**config.mk**
```make
export PLATFORM = sky130hd
export DESIGN_NAME = seg_display_sched
export DESIGN_NICKNAME = d
export VERILOG_FILES = /design/src/rtl/seg_codes_pkg.sv /design/src/rtl/seg_banner_rom.sv /design/src/rtl/seg_display_sched.sv
export SDC_FILE = /design/constraint.sdc
export NUM_CORES = 1
export LEC_CHECK = 0
export CORE_UTILIZATION = 48
export CTS_CLUSTER_SIZE = 12
export DETAILED_ROUTE_END_ITERATION = 7
export PLACE_DENSITY = 0.76
export RECOVER_POWER = 50
export SLEW_MARGIN = 20
export SYNTH_ARGS = -nofsm -noshare
export SYNTH_HDL_FRONTEND = slang
export SYNTH_SLANG_ARGS = --single-unit
export TNS_END_PERCENT = 5
```
**constraint.sdc**
```tcl
create_clock -name clk -period 4 [get_ports clk]
set_input_delay 0.6 -clock clk [delete_from_list [all_inputs] [get_ports clk]]
set_output_delay 0.6 -clock clk [all_outputs]
set_load 0.005 [all_outputs]
```
**src/rtl/seg_codes_pkg.sv**
```systemverilog
// Shared 7-segment display codes, source tags and scheduler state encoding.
// Codes 0-9 are the decimal digits; letters follow from 10; 30/31 are dash/blank.
package seg_codes_pkg;

  localparam logic [4:0] CODE_A     = 5'd10;
  localparam logic [4:0] CODE_C     = 5'd12;
  localparam logic [4:0] CODE_E     = 5'd14;
  localparam logic [4:0] CODE_H     = 5'd17;
  localparam logic [4:0] CODE_L     = 5'd21;
  localparam logic [4:0] CODE_O     = 5'd24;
  localparam logic [4:0] CODE_P     = 5'd25;
  localparam logic [4:0] CODE_DASH  = 5'd30;
  localparam logic [4:0] CODE_BLANK = 5'd31;

  localparam logic [1:0] SRC_BANNER = 2'b00;
  localparam logic [1:0] SRC_STATUS = 2'b01;
  localparam logic [1:0] SRC_NOTE   = 2'b10;

  typedef enum logic [1:0] {
    ST_BANNER = 2'd0,
    ST_STATUS = 2'd1,
    ST_NOTE   = 2'd2
  } disp_state_e;

  // p3 sits in the top bits so a packed cast matches the status_digits layout.
  typedef struct packed {
    logic [4:0] p3;
    logic [4:0] p2;
    logic [4:0] p1;
    logic [4:0] p0;
  } digits_t;

  function automatic logic [4:0] banner_code(input int unsigned i);
    logic [4:0] c;
    case (i)
      0:       c = CODE_H;
      1:       c = CODE_E;
      2:       c = CODE_L;
      3:       c = CODE_L;
      4:       c = CODE_O;
      default: c = CODE_BLANK;
    endcase
    return c;
  endfunction

endpackage

```
**src/rtl/seg_banner_rom.sv**
```systemverilog
// Idle banner content lookup: index in, display code out.
// Purely combinational; entries past the text are blank.
module seg_banner_rom
  import seg_codes_pkg::*;
#(
  parameter int BANNER_LEN = 8,
  localparam int IW = (BANNER_LEN > 1) ? $clog2(BANNER_LEN) : 1
) (
  input  logic [IW-1:0] idx,
  output logic [4:0]    code
);

  always_comb begin
    code = banner_code(32'(idx));
  end

endmodule

```
**src/rtl/seg_display_sched.sv**
```systemverilog
// Owns the four digit codes of the scanned display: live note > status page > scrolling banner.
// All outputs registered (one clk from input to p*/src); hold and scroll timing run on a 1 ms tick.
module seg_display_sched
  import seg_codes_pkg::*;
#(
  parameter int TICK_DIV   = 100000,
  parameter int HOLD_MS    = 500,
  parameter int SCROLL_MS  = 300,
  parameter int BANNER_LEN = 8
) (
  input  logic        clk,
  input  logic        rst_n,
  input  logic        note_valid,
  input  logic [4:0]  note_code,
  input  logic [4:0]  note_oct,
  input  logic        status_en,
  input  logic [19:0] status_digits,
  output logic [4:0]  p0,
  output logic [4:0]  p1,
  output logic [4:0]  p2,
  output logic [4:0]  p3,
  output logic [1:0]  src,
  output logic        tick_ms
);

  localparam int DW = (TICK_DIV > 1)   ? $clog2(TICK_DIV)    : 1;
  localparam int HW = (HOLD_MS > 0)    ? $clog2(HOLD_MS + 1) : 1;
  localparam int SW = (SCROLL_MS > 1)  ? $clog2(SCROLL_MS)   : 1;
  localparam int IW = (BANNER_LEN > 1) ? $clog2(BANNER_LEN)  : 1;

  localparam logic [DW-1:0] DIV_LAST    = DW'(TICK_DIV - 1);
  localparam logic [HW-1:0] HOLD_INIT   = HW'(HOLD_MS);
  localparam logic [SW-1:0] SCROLL_LAST = SW'(SCROLL_MS - 1);
  localparam logic [IW-1:0] IDX_LAST    = IW'(BANNER_LEN - 1);

  logic [DW-1:0] div_q, div_d;
  logic          tick_q, tick_d;
  disp_state_e   state_q, state_d;
  logic [HW-1:0] hold_q, hold_d;
  logic [SW-1:0] scroll_q, scroll_d;
  logic [IW-1:0] idx_q, idx_d;
  digits_t       p_q, p_d;
  logic [1:0]    src_q, src_d;

  logic [IW-1:0] win_idx  [4];
  logic [4:0]    win_code [4];

  // Free-running ms divider; the strobe is high for the cycle after the wrap.
  always_comb begin
    tick_d = (div_q == DIV_LAST);
    div_d  = div_q + 1'b1;
    if (div_q == DIV_LAST) begin
      div_d = '0;
    end
  end

  always_comb begin
    state_d = state_q;
    hold_d  = hold_q;
    if (note_valid) begin
      state_d = ST_NOTE;
      hold_d  = HOLD_INIT;
    end else begin
      case (state_q)
        ST_NOTE: begin
          if (hold_q == '0) begin
            state_d = status_en ? ST_STATUS : ST_BANNER;
          end else if (tick_q) begin
            hold_d = hold_q - 1'b1;
          end
        end
        ST_STATUS: begin
          if (!status_en) begin
            state_d = ST_BANNER;
          end
        end
        ST_BANNER: begin
          if (status_en) begin
            state_d = ST_STATUS;
          end
        end
        default: state_d = ST_BANNER;
      endcase
    end
  end

  // Scroll position only survives while the banner stays up; any re-entry restarts at idx 0.
  always_comb begin
    scroll_d = '0;
    idx_d    = '0;
    if (state_q == ST_BANNER && state_d == ST_BANNER) begin
      scroll_d = scroll_q;
      idx_d    = idx_q;
      if (tick_q) begin
        if (scroll_q == SCROLL_LAST) begin
          scroll_d = '0;
          idx_d    = (idx_q == IDX_LAST) ? '0 : idx_q + 1'b1;
        end else begin
          scroll_d = scroll_q + 1'b1;
        end
      end
    end
  end

  for (genvar k = 0; k < 4; k++) begin : g_win
    logic [IW:0] sum;
    assign sum = {1'b0, idx_d} + (IW + 1)'(k);
    // idx < BANNER_LEN and k <= 3 <= BANNER_LEN-1, so one subtraction is a full modulo.
    assign win_idx[k] = (sum >= (IW + 1)'(BANNER_LEN)) ? IW'(sum - (IW + 1)'(BANNER_LEN))
                                                       : sum[IW-1:0];
    seg_banner_rom #(.BANNER_LEN(BANNER_LEN)) u_rom (
      .idx  (win_idx[k]),
      .code (win_code[k])
    );
  end

  always_comb begin
    p_d   = p_q;
    src_d = SRC_BANNER;
    case (state_d)
      ST_NOTE: begin
        src_d = SRC_NOTE;
        p_d.p2 = CODE_DASH;
        p_d.p3 = CODE_DASH;
        if (note_valid) begin
          p_d.p0 = note_code;
          p_d.p1 = note_oct;
        end
      end
      ST_STATUS: begin
        src_d = SRC_STATUS;
        p_d   = digits_t'(status_digits);
      end
      default: begin
        src_d  = SRC_BANNER;
        p_d.p0 = win_code[0];
        p_d.p1 = win_code[1];
        p_d.p2 = win_code[2];
        p_d.p3 = win_code[3];
      end
    endcase
  end

  always_ff @(posedge clk or negedge rst_n) begin
    if (!rst_n) begin
      div_q    <= '0;
      tick_q   <= 1'b0;
      state_q  <= ST_BANNER;
      hold_q   <= '0;
      scroll_q <= '0;
      idx_q    <= '0;
      p_q      <= {4{CODE_BLANK}};
      src_q    <= SRC_BANNER;
    end else begin
      div_q    <= div_d;
      tick_q   <= tick_d;
      state_q  <= state_d;
      hold_q   <= hold_d;
      scroll_q <= scroll_d;
      idx_q    <= idx_d;
      p_q      <= p_d;
      src_q    <= src_d;
    end
  end

  assign p0      = p_q.p0;
  assign p1      = p_q.p1;
  assign p2      = p_q.p2;
  assign p3      = p_q.p3;
  assign src     = src_q;
  assign tick_ms = tick_q;

endmodule

```
# Yosys cells after proc, flatten, opt, wreduce, memory -nomap -nowiden
# Index checks and enable logic that the tools add are counted.
# op_classes
n_addsub	11
mul	0
div_mod_pow	0
magnitude_cmp	4
n_eq_ne	26
n_shift	0
muxes	29
bitwise_logic	0
n_reduce_logical	15
# ops
op	n
one-hot mux 5 bit (4 select lines)	4
two-way mux 9 bit	7
one-hot mux 20 bit (2 select lines)	1
== test 3 x 2 -> 1 bit (second input constant)	8
two-way mux 3 bit	8
adder 17 x 1 -> 17 bit (second input constant)	1
== test 17 bit (second input constant)	1
two-way mux 17 bit	1
== test 3 bit (second input constant)	5
== test 3 x 1 -> 1 bit (second input constant)	4
>= comparator 4 bit (second input constant)	3
zero test 3 bit	4
subtractor 3 x 1 -> 3 bit (second input constant)	4
two-way mux 10 bit	1
adder 9 x 1 -> 9 bit (second input constant)	1
== test 9 bit (second input constant)	1
zero test 9 bit	1
subtractor 9 x 1 -> 9 bit (second input constant)	1
adder 3 x 2 -> 4 bit (second input constant)	2
two-way mux 2 bit	4
OR reduction 2 bit	4
inequality test 2 bit (second input constant)	3
one-hot mux 2 bit (3 select lines)	1
adder 3 x 1 -> 4 bit (second input constant)	1
10 further kinds	14
# word_totals
ff_bits	63
latchBits	0
ram_bits	0
mem_bits_ro	0
inputBits	34
memories	0

# Depth between registers and ports, before layout
# Gate-level depths: netlist (run 1).
# logic_depth
word_depth	14
mapped_depth	19

# Cells and area by module
# A second synthesis (run 1) with hierarchy kept.
# hier_totals
cells_unflattened	364
hier_area_um2	3440.8
# modules_own_cells
module	n_inst	cells_per_inst	area_each_um2	seq_area_each_um2
seg_display_sched	1	332	3220.6	1601.5
seg_banner_rom	4	8	55.1	0.0

# Least setup slack after synthesis (run 1)
# No wires, ideal clock.
# synth_timing
path_kind	register to register
start	reg hold_q[3]
end	reg p_q (netlist bit p1[4])
arrival_ps	4130
t_required_ps	3921
slack_ps	-209
stages_incl_launch_ff	15
n_path_buf	2
period_less_slack_ps	4209
path_cell_list	dfrtp_1 > or4_1 > or4_1 > a21oi_1 > ha_1 > or3b_1 > clkbuf_1 > or3_1 > mux2i_1 > buf_6 > nand2_1 > inv_1 > ha_1 > or4b_1 > a22o_1
# synth_between
elab_chain_len	14
elab_cells_between_ends	22
cone_classes	add/sub: 2; order compare: 1; eq/ne: 7; mux: 7; reduce/logical: 5
# synth_rtl
element	line_no	source
start, declared	seg_display_sched.sv:39	logic [HW-1:0] hold_q, hold_d;
start signal, assigned	seg_display_sched.sv:158	hold_q <= hold_d;
zero test 9 bit (*)	seg_display_sched.sv:66	if (hold_q == '0) begin
two-way mux 2 bit (*)	seg_display_sched.sv:66	
one-hot mux 2 bit (3 select lines) (*)	seg_display_sched.sv:64	case (state_q)
two-way mux 2 bit (*)	seg_display_sched.sv:60	if (note_valid) begin
zero test 2 bit (*)	seg_display_sched.sv:91	if (state_q == ST_BANNER && state_d == ST_BANNER) begin
logical AND 1 bit (*)	seg_display_sched.sv:91	
two-way mux 3 bit (*)	seg_display_sched.sv:91	
via g_win[0].sum[0]	seg_display_sched.sv:106	logic [IW:0] sum;
adder 3 x 1 -> 4 bit (*)	seg_display_sched.sv:107	assign sum = {1'b0, idx_d} + (IW + 1)'(k);
>= comparator 4 bit / subtractor 3 x 1 -> 3 bit (equally long branches)	seg_display_sched.sv:109	assign win_idx[k] = (sum >= (IW + 1)'(BANNER_LEN)) ? IW'(sum - (IW + 1)'(BANNER_LEN))
two-way mux 3 bit (*)	seg_display_sched.sv:109	
== test 3 x 2 -> 1 bit	seg_codes_pkg.sv:35	case (i)
OR reduction 2 bit (no line)	-	
one-hot mux 5 bit (4 select lines) (*)	seg_codes_pkg.sv:35	
one-hot mux 20 bit (2 select lines) (*)	seg_display_sched.sv:120	case (state_d)
end signal, assigned	seg_display_sched.sv:152	p_q <= {4{CODE_BLANK}};
end signal, assigned	seg_display_sched.sv:161	p_q <= p_d;
end, declared	seg_display_sched.sv:42	digits_t p_q, p_d;
# Mark *: on every way through the listed nets, which the timed path passes. The rest lies on a longest branch.
# A chain may end at the register's enable or synchronous reset.

==> metrics.cfg, run 1 <==
[run_status]
status = complete, but fails checks
failed_checks = max-capacitance violations, max-slew violations

[timing]
skew_ns = 0.00464
fmax_ghz = 0.257
setup_viol = 0
slew_headroom_pct = -41.8
hold_viol = 0
period_share_pct = 97.4
tns_ns = 0
finalMaxSlewViolations = 41
layout_min_cycle_time_ns = 3.90
worstMarginPinSlew_ns = 2.13

[die]
io_pins = 57
die_area_sq_mm = 0.00727
start_util_pct = 50.9
die_w_um = 85.3
die_y_um = 85.3
core.rowCount = 29
design.core.area_sq_mm = 0.00653

[routing]
vias = 2815
drtAntennaViolNets = 0
drc = 0
vias_per_cell = 5.62
first_pass_iters = 5
routed_wirelength_um = 8140
drtIter0Drc = 167
wl_per_cell_um = 16.2

[layout]
stdcell_count = 501
antennaDiodeCount = 0
design_area_sq_mm = 0.00436
drive_gt1_share_pct = 19.1
final_nets = 468
fill_cells = 509
area_growth_syn_to_layout_pct = 31.0

[setup_path]
cp.buffers_inverters = 2
slowest_stage = or4_4
crit_path_end_kind = flop
crit_family = simple AND/OR/NAND/NOR gates
slowest_delay_ns = 0.55
reg2regPathDepth = 14
crit_arrival_ns = 4.18
critPathKind = reg2reg
cp.depth = 14
cp_data_required_time_ns = 4.28
crit_path_max_fanout = 7
cp_cell_sequence = or4_4, or4_4, a21oi_4, ha_2, or3b_4, or3_4, mux2i_4, buf_6, nand2b_4, inv_1, ha_1, nor2b_1, nor2b_1, a21oi_1
start_kind = flop

[logic_synthesis]
synth_edf_count = 0
yosys.cell_types.count = 50
yosysTopAreaCell = dfrtp_1
synth_cells = 342
syn-num-nets = 391
synth_area_leaders = dfrtp_1 (32%), dfstp_2 (16%), ha_1 (5.6%)
yosys.area.top_type_share_pct = 32.3
syn_area_per_cell_sq_um = 9.73
yosys_warnings = 0
yosysSeqAreaShare_pct = 48.1
mappedNetlistArea_sq_mm = 0.00333
async_flop_share_pct = 100
ys_ff_latch = 63
ys.flop_type = dfrtp_1

[placement]
dp_hpwl_um = 5470
placed_cell_area_sq_mm = 0.00404
place.gp.congestion = 0.902
dp.cells = 474
port_buffers = 56

[global_routing]
grt_max_degree = 41
grt_remaining_overflow = 0
grt_pass1_vias = 2755
antenna_found_initial = 0
grt_pass1_wl_um = 13300
grt_util_all_layers_pct = 23.8

[cts]
path_clk_slew_ns = 0.07
tritoncts = built
clkLatencyLatePin_ns = 0.35
cts_root_buf = clkbuf_8
cts.sinks = 63
postCtsHoldBufs = 0
numCtsBuffers = 9
clockBufferDepth = 2
cts_max_level = 3

[job]
cap_violations = 1

[pwr]
peakVddDrop_mv = 0.230
power_density_mw_per_mm2 = 300
p_leak_nw = 1.79

[hold_path]
worstHoldPathType = reg2reg
hold_path_depth = 2

==> path summary, 6_finish.rpt <==
path,slack (ns),endpoint,start
max in group asynchronous,1.09,hold_q[6]$_DFFE_PN0P_,rst_n
max,0.10,p3[4]$_DFF_PN1_,hold_q[3]$_DFFE_PN0P_
min,0.48,p0[2]$_DFFE_PN1P_,p0[2]$_DFFE_PN1P_
min reg2reg,0.48,p0[2]$_DFFE_PN1P_,p0[2]$_DFFE_PN1P_
max reg2reg,0.10,p3[4]$_DFF_PN1_,hold_q[3]$_DFFE_PN0P_
min in group asynchronous,0.86,hold_q[0]$_DFFE_PN0P_,rst_n
==> tightest hold or removal path: cells and delay by family, from the launching register on <==
kind	cells	cell delay [ns]
AOI/OAI and AO/OA	1	0.06
DFF	1	0.37
and+or+nand+nor	1	0.05
==> synthesized netlist by cell type (2+ instances only) <==
master,number
or3_1,6
o22ai_1,2
or4_1,5
dfstp_2,20
mux2i_1,6
nor3_1,10
dfrtp_1,43
nand3b_1,2
xnor2_1,14
nand2_1,35
nand3_1,16
o31a_1,3
a22oi_1,9
nand2b_1,3
a22o_1,2
nor2b_1,5
xor2_1,14
and3_1,2
buf_1,3
nand4_1,3
clkbuf_1,8
a21oi_1,31
clkinv_1,2
nor2_1,30
ha_1,15
nor4_1,5
inv_2,2
inv_1,10
o21ai_0,14
a31oi_1,2
==> cells in the final DEF (no fill, tap or decap), types with 9 or more instances in the layout <==
cell / synthesis / routed
nor3_1: 10 / 10
nand2_1: 35 / 34
o21ai_0: 14 / 14
xor2_1: 14 / 14
inv_1: 10 / 9
a21oi_1: 31 / 30
xnor2_1: 14 / 14
nand3_1: 16 / 16
a22oi_1: 9 / 9
dfstp_2: 20 / 20
nor2_1: 30 / 29
clkdlybuf4s50_1: 0 / 52
dfrtp_1: 43 / 42
clkbuf_8: 0 / 10
ha_1: 15 / 11
buf_4: 0 / 20
==> what timing repair did <==
item,CTS,global route
setup endpoints to repair,2,11
buffers inserted,1,10
gates cloned,0,0
resized for setup,1,14
pin swaps,1,7
==> power breakdown <==
group / internal, mW / switching [mW] / total, mW
combinational: 0.0546 / 0.0368 / 0.0914
clock: 0.302 / 0.251 / 0.554
sequential: 0.655 / 0.00669 / 0.661
==> sequential cells by signal, indices dropped and copies added (netlist names) <==
| register | flops |
|---|---|
| hold_q | 9 |
| scroll_q | 9 |
| src | 2 |
| state_q | 2 |
| idx_q | 3 |
| p1 | 5 |
| p2 | 5 |
| p0 | 5 |
| tick_ms | 1 |
| p3 | 5 |
| div_q | 17 |
==> routing by layer <==
layer | vias to the layer above | global-route usage [%] | wire [um]
met1 | 1356 | 33.1 | 3780
met3 | 14 | 5.93 | 444
met2 | 88 | 36.3 | 3790
met4 | 0 | 9.09 | 115
met5 | - | 0 | 0
li1 | 1357 | - | -
==> cell families (layout without fill, tap and decap cells) <==
kind of cell	count (synthesis)	after routing	share of synthesized area, %
buf+inv	26	108	3.16
compound gates	71	71	13.1
flops	63	63	48.1
simple gates	131	131	20.0
fa+ha+maj	15	15	5.64
mux	8	8	2.59
xor+xnor	28	28	7.37
==> final cells by class <==
| class | instances | area [sq um] | share of cell area, % |
|---|---|---|---|
| Sequential cell | 63 | 1600 | 36.8 |
| Inverter | 14 | 52.6 | 1.21 |
| Clock inverter | 4 | 45.0 | 1.03 |
| Timing Repair Buffer | 78 | 719 | 16.5 |
| Multi-Input combinational cell | 253 | 1700 | 38.9 |
| Clock buffer | 12 | 145 | 3.33 |
| Tap cell | 77 | 96.3 | 2.21 |
==> metrics by stage <==
step | utilization, % | hold WS, ns | power [mW] | worst slack, ns
CTS | 65.0 | 0.400 | 1.31 | 0.0245
global placement | 61.9 | 0.453 | 0.763 | 0.175
detailed placement | 61.9 | 0.460 | 0.764 | -0.0163
global route | 66.7 | 0.495 | 1.35 | -0.0394
finish | 66.7 | 0.477 | 1.31 | 0.104
floorplan | - | 0.304 | 0.690 | 0.00547
No activity file was read; power rests on OpenSTA's default activity.
==> run 2: changes to the inputs <==
--- a/config.mk
+++ b/config.mk
@@ -5,10 +5,12 @@
 export SDC_FILE = /design/constraint.sdc
 export NUM_CORES = 1
 export LEC_CHECK = 0
-export CORE_UTILIZATION = 48
+export CORE_MARGIN = 2
+export CORE_UTILIZATION = 55
 export CTS_CLUSTER_SIZE = 12
 export DETAILED_ROUTE_END_ITERATION = 7
-export PLACE_DENSITY = 0.76
+export DONT_BUFFER_PORTS = 1
+export PLACE_DENSITY = 0.73
 export RECOVER_POWER = 50
 export SLEW_MARGIN = 20
 export SYNTH_ARGS = -nofsm -noshare
==> metrics.cfg, run 2 (same netlist as run 1, synthesis figures left out) <==
[run_status]
status = complete, but fails checks
failed_checks = max-capacitance violations, max-slew violations

[die]
start_util_pct = 56.5
die_area_sq_mm = 0.00669
die_y_um = 81.8
die_w_um = 81.8
design.core.area_sq_mm = 0.00589
io_pins = 57
core.rowCount = 28

[routing]
vias = 2542
drtAntennaViolNets = 0
wl_per_cell_um = 16.5
drtIter0Drc = 116
vias_per_cell = 5.84
first_pass_iters = 4
routed_wirelength_um = 7180
drc = 0

[cts]
clockBufferDepth = 2
path_clk_slew_ns = 0.07
clkLatencyLatePin_ns = 0.35
cts_root_buf = clkbuf_8
cts_max_level = 3
tritoncts = built
cts.sinks = 63
numCtsBuffers = 9

[layout]
final_nets = 404
stdcell_count = 435
drive_gt1_share_pct = 18.6
final_common_cell = dfrtp_1
fill_cells = 480
layout_common_cells = dfrtp_1 (43), nand2_1 (35), a21oi_1 (30), nor2_1 (30), dfstp_2 (20)
area_growth_syn_to_layout_pct = 11.8
design_area_sq_mm = 0.00372
fin_util_pct = 63.2
top_regs = div_q x17, hold_q x9, scroll_q x9
multi_input_area_sq_mm = 0.00167
regArea_sq_mm = 0.00160
largest_register_ffs = 17
top_register = div_q
antennaDiodeCount = 0

[timing]
setup_viol = 0
layout_min_cycle_time_ns = 3.93
holdWs_ns = 0.0876
slew_headroom_pct = -49.4
setup_slack_ns = 0.0694
fmax_ghz = 0.254
worstMarginPinSlew_ns = 2.24
skew_ns = 0.00831
period_share_pct = 98.3
rsz0062_at_grt = yes
finalMaxSlewViolations = 44
hold_viol = 0
tns_ns = 0

[setup_path]
slowest_stage = or4_4
start_kind = flop
reg2regPathDepth = 14
crit_start = hold_q[2]$_DFFE_PN0P_
crit_path_end_kind = flop
crit_path_max_fanout = 6
slowest_delay_ns = 0.55
cp_cell_sequence = or4_4, or4_4, a21oi_4, ha_1, or3b_1, or3_1, mux2i_1, buf_4, nand2b_2, inv_2, ha_1, o21ai_0, a31oi_1, o31ai_1
r2r_start = hold_q[2]$_DFFE_PN0P_
r2r_slack_ns = 0.07
crit-reg2reg-capture = p0[2]$_DFFE_PN1P_
crit_arrival_ns = 4.20
critPathKind = reg2reg
cp_data_required_time_ns = 4.27

[pwr]
pwr-share-seq_pct = 53.4
total_power_mw = 1.24
clockPowerShare_pct = 44.1
p_leak_nw = 1.54
p_int_mw = 0.962
switchingPower_mw = 0.278
peakVddDrop_mv = 0.170
p_comb_share_pct = 2.5
power_density_mw_per_mm2 = 334
swShare_pct = 22.4

[placement]
dp_hpwl_um = 4830
placed_cell_area_sq_mm = 0.00345
dp.cells = 411
port_buffers = 0
dpl_worst_slack_ns = 0.0405
place.gp.congestion = 0.865

[global_routing]
grt_max_degree = 44
grt_util_all_layers_pct = 22.6
antenna_found_initial = 0
grt_pass1_vias = 2354
grt_pass1_wl_um = 11300
grt_remaining_overflow = 0

[hold_path]
worstHoldPathType = in2async

[job]
cap_violations = 1

==> run 2: cell types whose count changed in the layout (fill, tap and decap cells not counted), moves of 2 or more <==
cell             before  now
dlygate4sd3_1         3    0
clkinv_2              3    1
clkdlybuf4s50_1      52    0
ha_2                  3    1
buf_4                20   13
==> run 2: worst max-delay path by stage <==
stage | endpoint | cells after the start
2_1_floorplan | p1[4]$_DFFE_PN1P_ | 14
3_3_place_gp | p1[4]$_DFFE_PN1P_ | 12
3_5_place_dp | p1[4]$_DFFE_PN1P_ | 13
4_1_cts | p1[4]$_DFFE_PN1P_ | 13
5_1_grt | p1[4]$_DFFE_PN1P_ | 15
6_report | p0[2]$_DFFE_PN1P_ | 14
==> run 2: per-layer routing <==
metal  up-vias  GRT usage (%)  routed length [um]
li1       1233              -                   -
met1      1228           30.5                3170
met2        67           34.5                3480
met3        14           5.16                 376
met4         0           10.7                 153
met5         -              0                   0
==> run 2: repair_timing <==
action                                 in CTS  in global routing
hold buffers                                1                  0
setup endpoints to repair                   0                 11
setup buffers                               0                  7
resized for setup                           0                  4
endpoints found under the hold margin      43                  0
==> run 2: power groups by stage <==
stage	Clock (mW)	Sequential, mW	Combinational [mW]
2_1_floorplan	0	0.671	0.0184
3_3_place_gp	0	0.674	0.0227
3_5_place_dp	0	0.674	0.0231
4_1_cts	0.555	0.663	0.0341
5_1_grt	0.587	0.664	0.0369
6_report	0.546	0.663	0.0310
==> run 2: area by class of cell <==
cell class | instances | area share (%)
repair buffers | 14 | 2.73
inverters | 14 | 1.41
flip-flops and latches | 63 | 43.1
clock buffers | 14 | 4.95
well taps | 75 | 2.52
multi-input cells | 253 | 45.0
clock inverters | 2 | 0.303
==> run 2: worst max-delay path: cells and delay by family, from the launching register on <==
kind / cells / cell delay (ns)
compound gates: 4 / 0.76
fa+ha+maj: 2 / 0.37
buf+inv: 2 / 0.24
flops: 1 / 0.42
mux: 1 / 0.19
simple gates: 5 / 1.87
